$ cat config.mk
export PLATFORM = sky130hd
export DESIGN_NAME = branch_hazard_ctrl
export DESIGN_NICKNAME = d
export VERILOG_FILES = /design/src/rtl/branch_hazard_ctrl.sv
export SDC_FILE = /design/constraint.sdc
export NUM_CORES = 1
export LEC_CHECK = 0
export ABC_AREA = 1
export CAP_MARGIN = 20
export CELL_PAD_IN_SITES_DETAIL_PLACEMENT = 2
export CELL_PAD_IN_SITES_GLOBAL_PLACEMENT = 2
export CORE_UTILIZATION = 27
export DETAILED_ROUTE_END_ITERATION = 10
export PLACE_DENSITY_LB_ADDON = 0.1
export SLEW_MARGIN = 20
export SYNTH_ARGS = -nofsm -noshare
export SYNTH_HDL_FRONTEND = slang
export SYNTH_SLANG_ARGS = --single-unit
$ cat constraint.sdc
create_clock -name clk -period 2.2 [get_ports clk]
set_input_delay 0.33 -clock clk [delete_from_list [all_inputs] [get_ports clk]]
set_output_delay 0.33 -clock clk [all_outputs]
set_load 0.03 [all_outputs]
$ cat src/rtl/branch_hazard_ctrl.sv
// Branch/jump hazard scheduler for the ID stage: tracks EX/MEM destinations,
// drives branch-operand forwarding, load-use stalls, freeze handling and flush gating.
module branch_hazard_ctrl #(
    parameter int CNT_WIDTH = 16
) (
    input  logic                 clk,
    input  logic                 rst,
    input  logic [31:0]          inst_ID,
    input  logic                 is_branch,
    input  logic                 mem_stall_req,
    output logic [1:0]           FW_br_A,
    output logic [1:0]           FW_br_B,
    output logic                 stall_PC,
    output logic                 stall_IF_ID,
    output logic                 bubble_ID_EX,
    output logic                 stall_EX_MEM,
    output logic                 flush_IF_ID,
    output logic                 pc_redirect_en,
    output logic [CNT_WIDTH-1:0] branch_cnt,
    output logic [CNT_WIDTH-1:0] taken_cnt,
    output logic [CNT_WIDTH-1:0] stall_cnt
);

    localparam logic [1:0] FW_ORIGIN  = 2'b00;
    localparam logic [1:0] FW_EX_ALU  = 2'b01;
    localparam logic [1:0] FW_MEM_ALU = 2'b10;
    localparam logic [1:0] FW_MEM_MEM = 2'b11;
    localparam logic [CNT_WIDTH-1:0] CNT_ONE = {{(CNT_WIDTH-1){1'b0}}, 1'b1};

    typedef struct packed {
        logic       v;
        logic [4:0] dst;
        logic       ld;
    } slot_t;

    slot_t ex_reg;
    slot_t mem_reg;
    slot_t id_dec;

    logic [5:0] opcode;
    logic [5:0] funct;
    logic [4:0] rs;
    logic [4:0] rt;
    logic [4:0] rd;
    logic       is_beq_bne;
    logic       is_jr;
    logic       is_ctrl;
    logic [1:0] src_used;
    logic [1:0] src_hazard;
    logic       ld_stall;
    logic       redirect_raw;
    logic [2:0] cnt_inc;

    assign opcode = inst_ID[31:26];
    assign funct  = inst_ID[5:0];
    assign rs     = inst_ID[25:21];
    assign rt     = inst_ID[20:16];
    assign rd     = inst_ID[15:11];

    assign is_beq_bne = (opcode == 6'b000100) || (opcode == 6'b000101);
    assign is_jr      = (opcode == 6'b000000) && (funct == 6'b001000);
    assign is_ctrl    = is_beq_bne || is_jr ||
                        (opcode == 6'b000010) || (opcode == 6'b000011);
    assign src_used   = {is_beq_bne, is_beq_bne | is_jr};

    // Destination decode of the instruction about to enter EX.
    always_comb begin
        id_dec = '0;
        case (opcode)
            6'b000000: begin
                if (funct != 6'b001000) begin
                    id_dec.v   = 1'b1;
                    id_dec.dst = rd;
                end
            end
            6'b001000, 6'b001001, 6'b001010, 6'b001011,
            6'b001100, 6'b001101, 6'b001110, 6'b001111: begin
                id_dec.v   = 1'b1;
                id_dec.dst = rt;
            end
            6'b100011: begin
                id_dec.v   = 1'b1;
                id_dec.dst = rt;
                id_dec.ld  = 1'b1;
            end
            6'b000011: begin
                id_dec.v   = 1'b1;
                id_dec.dst = 5'd31;
            end
            default: id_dec = '0;
        endcase
        if (id_dec.dst == 5'd0) begin
            id_dec = '0;
        end
    end

    // Per-source forwarding: gi=0 is rs (operand A), gi=1 is rt (operand B).
    generate
        for (genvar gi = 0; gi < 2; gi++) begin : g_src
            logic [4:0] addr;
            logic [1:0] fw;
            logic       haz;

            assign addr = (gi == 0) ? rs : rt;

            always_comb begin
                fw  = FW_ORIGIN;
                haz = 1'b0;
                if (src_used[gi] && (addr != 5'd0)) begin
                    if (ex_reg.v && (ex_reg.dst == addr)) begin
                        if (ex_reg.ld) begin
                            haz = 1'b1;
                        end else begin
                            fw = FW_EX_ALU;
                        end
                    end else if (mem_reg.v && (mem_reg.dst == addr)) begin
                        fw = mem_reg.ld ? FW_MEM_MEM : FW_MEM_ALU;
                    end
                end
            end

            assign src_hazard[gi] = haz;
        end
    endgenerate

    assign ld_stall     = (|src_hazard) & ~mem_stall_req;
    assign redirect_raw = is_branch & ~ld_stall & ~mem_stall_req;

    // A stalled load drains into MEM while EX receives a bubble.
    always_ff @(posedge clk) begin
        if (rst) begin
            ex_reg  <= '0;
            mem_reg <= '0;
        end else if (!mem_stall_req) begin
            mem_reg <= ex_reg;
            ex_reg  <= ld_stall ? slot_t'('0) : id_dec;
        end
    end

    assign cnt_inc = {ld_stall, redirect_raw, is_ctrl & ~ld_stall & ~mem_stall_req};

    // Saturating statistics: 0 = branch, 1 = taken, 2 = stall.
    generate
        for (genvar gi = 0; gi < 3; gi++) begin : g_cnt
            logic [CNT_WIDTH-1:0] cnt_reg;

            always_ff @(posedge clk) begin
                if (rst) begin
                    cnt_reg <= '0;
                end else if (cnt_inc[gi] && (cnt_reg != '1)) begin
                    cnt_reg <= cnt_reg + CNT_ONE;
                end
            end
        end
    endgenerate

    assign FW_br_A        = rst ? FW_ORIGIN : g_src[0].fw;
    assign FW_br_B        = rst ? FW_ORIGIN : g_src[1].fw;
    assign stall_PC       = ~rst & (mem_stall_req | ld_stall);
    assign stall_IF_ID    = ~rst & (mem_stall_req | ld_stall);
    assign bubble_ID_EX   = ~rst & ld_stall;
    assign stall_EX_MEM   = ~rst & mem_stall_req;
    assign pc_redirect_en = ~rst & redirect_raw;
    assign flush_IF_ID    = ~rst & redirect_raw;
    assign branch_cnt     = rst ? '0 : g_cnt[0].cnt_reg;
    assign taken_cnt      = rst ? '0 : g_cnt[1].cnt_reg;
    assign stall_cnt      = rst ? '0 : g_cnt[2].cnt_reg;

endmodule
==> impl_metrics.tcl <==
set metrics [dict create \
    rows 46 \
    fmax_mhz 463 \
    die-area_mm2 0.0171 \
    r2r_cells 12 \
    crit_type "input pin to output pin" \
    rsz0062_at_grt "yes" \
    drt-initial-drc-count 177 \
    synthMuxAreaShare_pct 0 \
    stdcell_count 1065 \
    ios 94 \
    yosys.area.top_type "dfxtp_1" \
    start_kind "input pin" \
    h-tree-depth 3 \
    vias 5176 \
    outcome "finished, final reports clean" \
    fin_skew_ps 7.71 \
    synth_top_family_by_area "simple AND/OR/NAND/NOR gates" \
    critical_path_buf_inv_count 3 \
    cts-buffers-inserted 9 \
    worstPathRequired_ps 1870 \
    root_buffer "clkbuf_16" \
    place_ws_ps -311 \
    antenna_found_initial 0 \
    regToRegStartpoint "ex_reg[1]" \
    tightest_slew_ps 536 \
    syn_nets 749 \
    ys.flop_type "dfxtp_1" \
    timing.final.ws_setup_ps 41.0 \
    coreArea_mm2 0.0161 \
    drc 0 \
    portBuffers 88 \
    path_max_fanout 6 \
    grt_start_max_net_pins 37 \
    area_growth_pct 44.5 \
    period_share_pct 98.1 \
    p_leak_uw 0.00248 \
    ys_seq_area_share_pct 27.7 \
    clock-sinks 62 \
    setup_viol 0 \
    syn-cell-area_mm2 0.00449 \
    crit_start "inst_ID[19]" \
    drive_gt1_share_pct 22.1 \
    utilization_pct 40.4 \
    regToRegSetupSlack_ps 250 \
    detail-route-antenna-nets 0 \
    clock_latency_ps 340 \
    hold_path.class "input pin to register" \
    yosys.area_share.simple_pct 41.6 \
    synth_xor_area_share_pct 8.20 \
    slew_violations 0 \
    cp_slowest_cell "dlygate4sd2_1" \
    hold_depth 2 \
    synth_edf_count 0 \
    fp.dieW_um 131 \
    overflow 0 \
    gp_congestion 0.866 \
    grt_pass1_vias 5688 \
    wl_per_cell_um 16.8 \
    end_kind "output pin" \
    syn_avg_cell_area_um2 6.32 \
    start_util_pct 27.9 \
    dr.pass1.iters 4 \
    n_antenna_cell 0 \
    synth_seq_cells 62 \
    routed_wl_um 17900 \
    synthTopCellsByCount "163 x nand2_1, 114 x nor2_1, 89 x inv_1" \
    fin_setup_tns_ps 0 \
    min_from "rst" \
    crit_end "pc_redirect_en" \
    clock_path_buffers 2 \
    cts_tree "yes" \
    synth_compound_area_share_pct 10.2 \
    async_flop_share_pct 0 \
    grt_util_all_layers_pct 21.9 \
    yosysMostFrequentCell "nand2_1" \
    viasPerCell 4.86 \
    post-dp-hpwl_um 13300 \
    critPathArrivalTime_ps 1830 \
    relSlewSlack_pct 64.0 \
    crit_family "simple AND/OR/NAND/NOR gates" \
    ys_warn_count 0 \
    grt_pass1_wl_um 28800 \
    die_y_um 131 \
    ir_drop_mv 0.342 \
    synthTopCellsByArea "dfxtp_1 28%, nand2_1 14%, nor2_1 9.5%, xor2_1 8.2%, inv_1 7.4%" \
    cpMostUsedCell "nor2_4" \
    cts.clk_slew.worst_paths_ps 50 \
    rr_endpoint "g_cnt[0].cnt_reg[15]" \
    nets 885 \
    synthAdderAreaFrac_pct 0.837 \
    cp.depth 11 \
    worstPathCellList "dlygate4sd2_1 > nor2_1 > nand2_1 > nor2_2 > nor2_4 > inv_2 > nor2_4 > nor2_4 > nand3_4 > nor2_4 > buf_6" \
    syn_inst 710 \
    postCtsHoldBufs 0 \
    largest_reg_flops 48 \
    period_minus_slack_ps 2160 \
    dp.cells 1035 \
    hold_ws_ps 317 \
    synth_top_area_share_pct 27.7 \
    cpPeakStageDelay_ps 340 \
    cellPowerDensity_mw_per_mm2 447 \
    hold_viol 0 \
    ys_types 36 \
    maxCapViolations 0 \
]
cell type report:
cell class                 count  area [um^2]
sequential                    62         1260
inverter                      93          362
clock inverter                 1         5.00
multi-input combinational    529         2920
clock buffer                  13          270
timing repair buffer         151         1400
tap                          216          270
fill                        1925         9570
cells in the final DEF, fill, tap and decap left out, types with 6 or more instances in the layout:
cell,count
a21oi_1,41
a21oi_2,15
buf_12,6
buf_4,62
buf_6,6
clkbuf_16,9
clkdlybuf4s50_1,56
dfxtp_1,51
dfxtp_2,8
dlygate4sd2_1,21
inv_1,79
inv_2,8
nand2_1,156
nand2_2,14
nand3_1,30
nand4_1,39
nor2_1,106
nor2_2,11
nor2_4,10
nor3_1,12
o21ai_0,16
xor2_1,42
cell families (layout without fill, tap and decap cells):
group	count (synthesis)	count (layout)
AOI/OAI and AO/OA	81	81
DFF	62	62
adders and majority gates	3	3
and+or+nand+nor	403	403
buffers and inverters	119	258
xor gates and xnor gates	42	42
repair_timing:
item,CTS,global route
setup endpoints to repair,9,9
pin swaps,25,21
endpoints found under the hold margin,0,0
buffers inserted,11,6
gates resized for setup,61,37
layer usage:
layer | vias up | wire length (um) | GRT usage [%] | part of all wire [%]
met3 | 17 | 443 | 4.36 | 2.5
met5 | - | 0 | 0 | 0
met2 | 69 | 9530 | 41.5 | 53
met4 | 0 | 269 | 5.14 | 1.5
met1 | 2552 | 7650 | 25.0 | 43
li1 | 2538 | - | - | -
worst register-to-register path: stages, from the launching register on:
cell     delay, ps
dfxtp_2        330
buf_4          140
nand2_1         80
nand3_2        100
nor2_4         180
nand3_4        100
nor2_4         110
nor2_4          70
buf_4          130
buf_4          190
nand3_4        210
nand2_1        110
a21oi_2        130
report_power, final:
| part | internal (uW) | switching [uW] | leakage [uW] |
|---|---|---|---|
| Combinational | 148 | 224 | 0.00184 |
| Sequential | 1140 | 15.8 | 0.000507 |
| Clock | 841 | 534 | 0.000138 |
| Total | 2130 | 774 | 0.00248 |
stage by stage:
step	area, um^2	power (uW)
6_report	6480	2900
5_1_grt	6480	3020
4_1_cts	6320	2930
3_5_place_dp	5880	1520
3_3_place_gp	5880	1500
2_1_floorplan	4490	1340
how the worst min path moves through the flow:
stage	end	slack (ps)
detailed placement	g_cnt[2].cnt_reg[15]	480
finish	g_cnt[0].cnt_reg[13]	320
floorplan	g_cnt[2].cnt_reg[15]	450
global route	g_cnt[0].cnt_reg[11]	310
global placement	g_cnt[2].cnt_reg[15]	460
CTS	g_cnt[0].cnt_reg[13]	320
No activity file was read; power rests on OpenSTA's default activity.
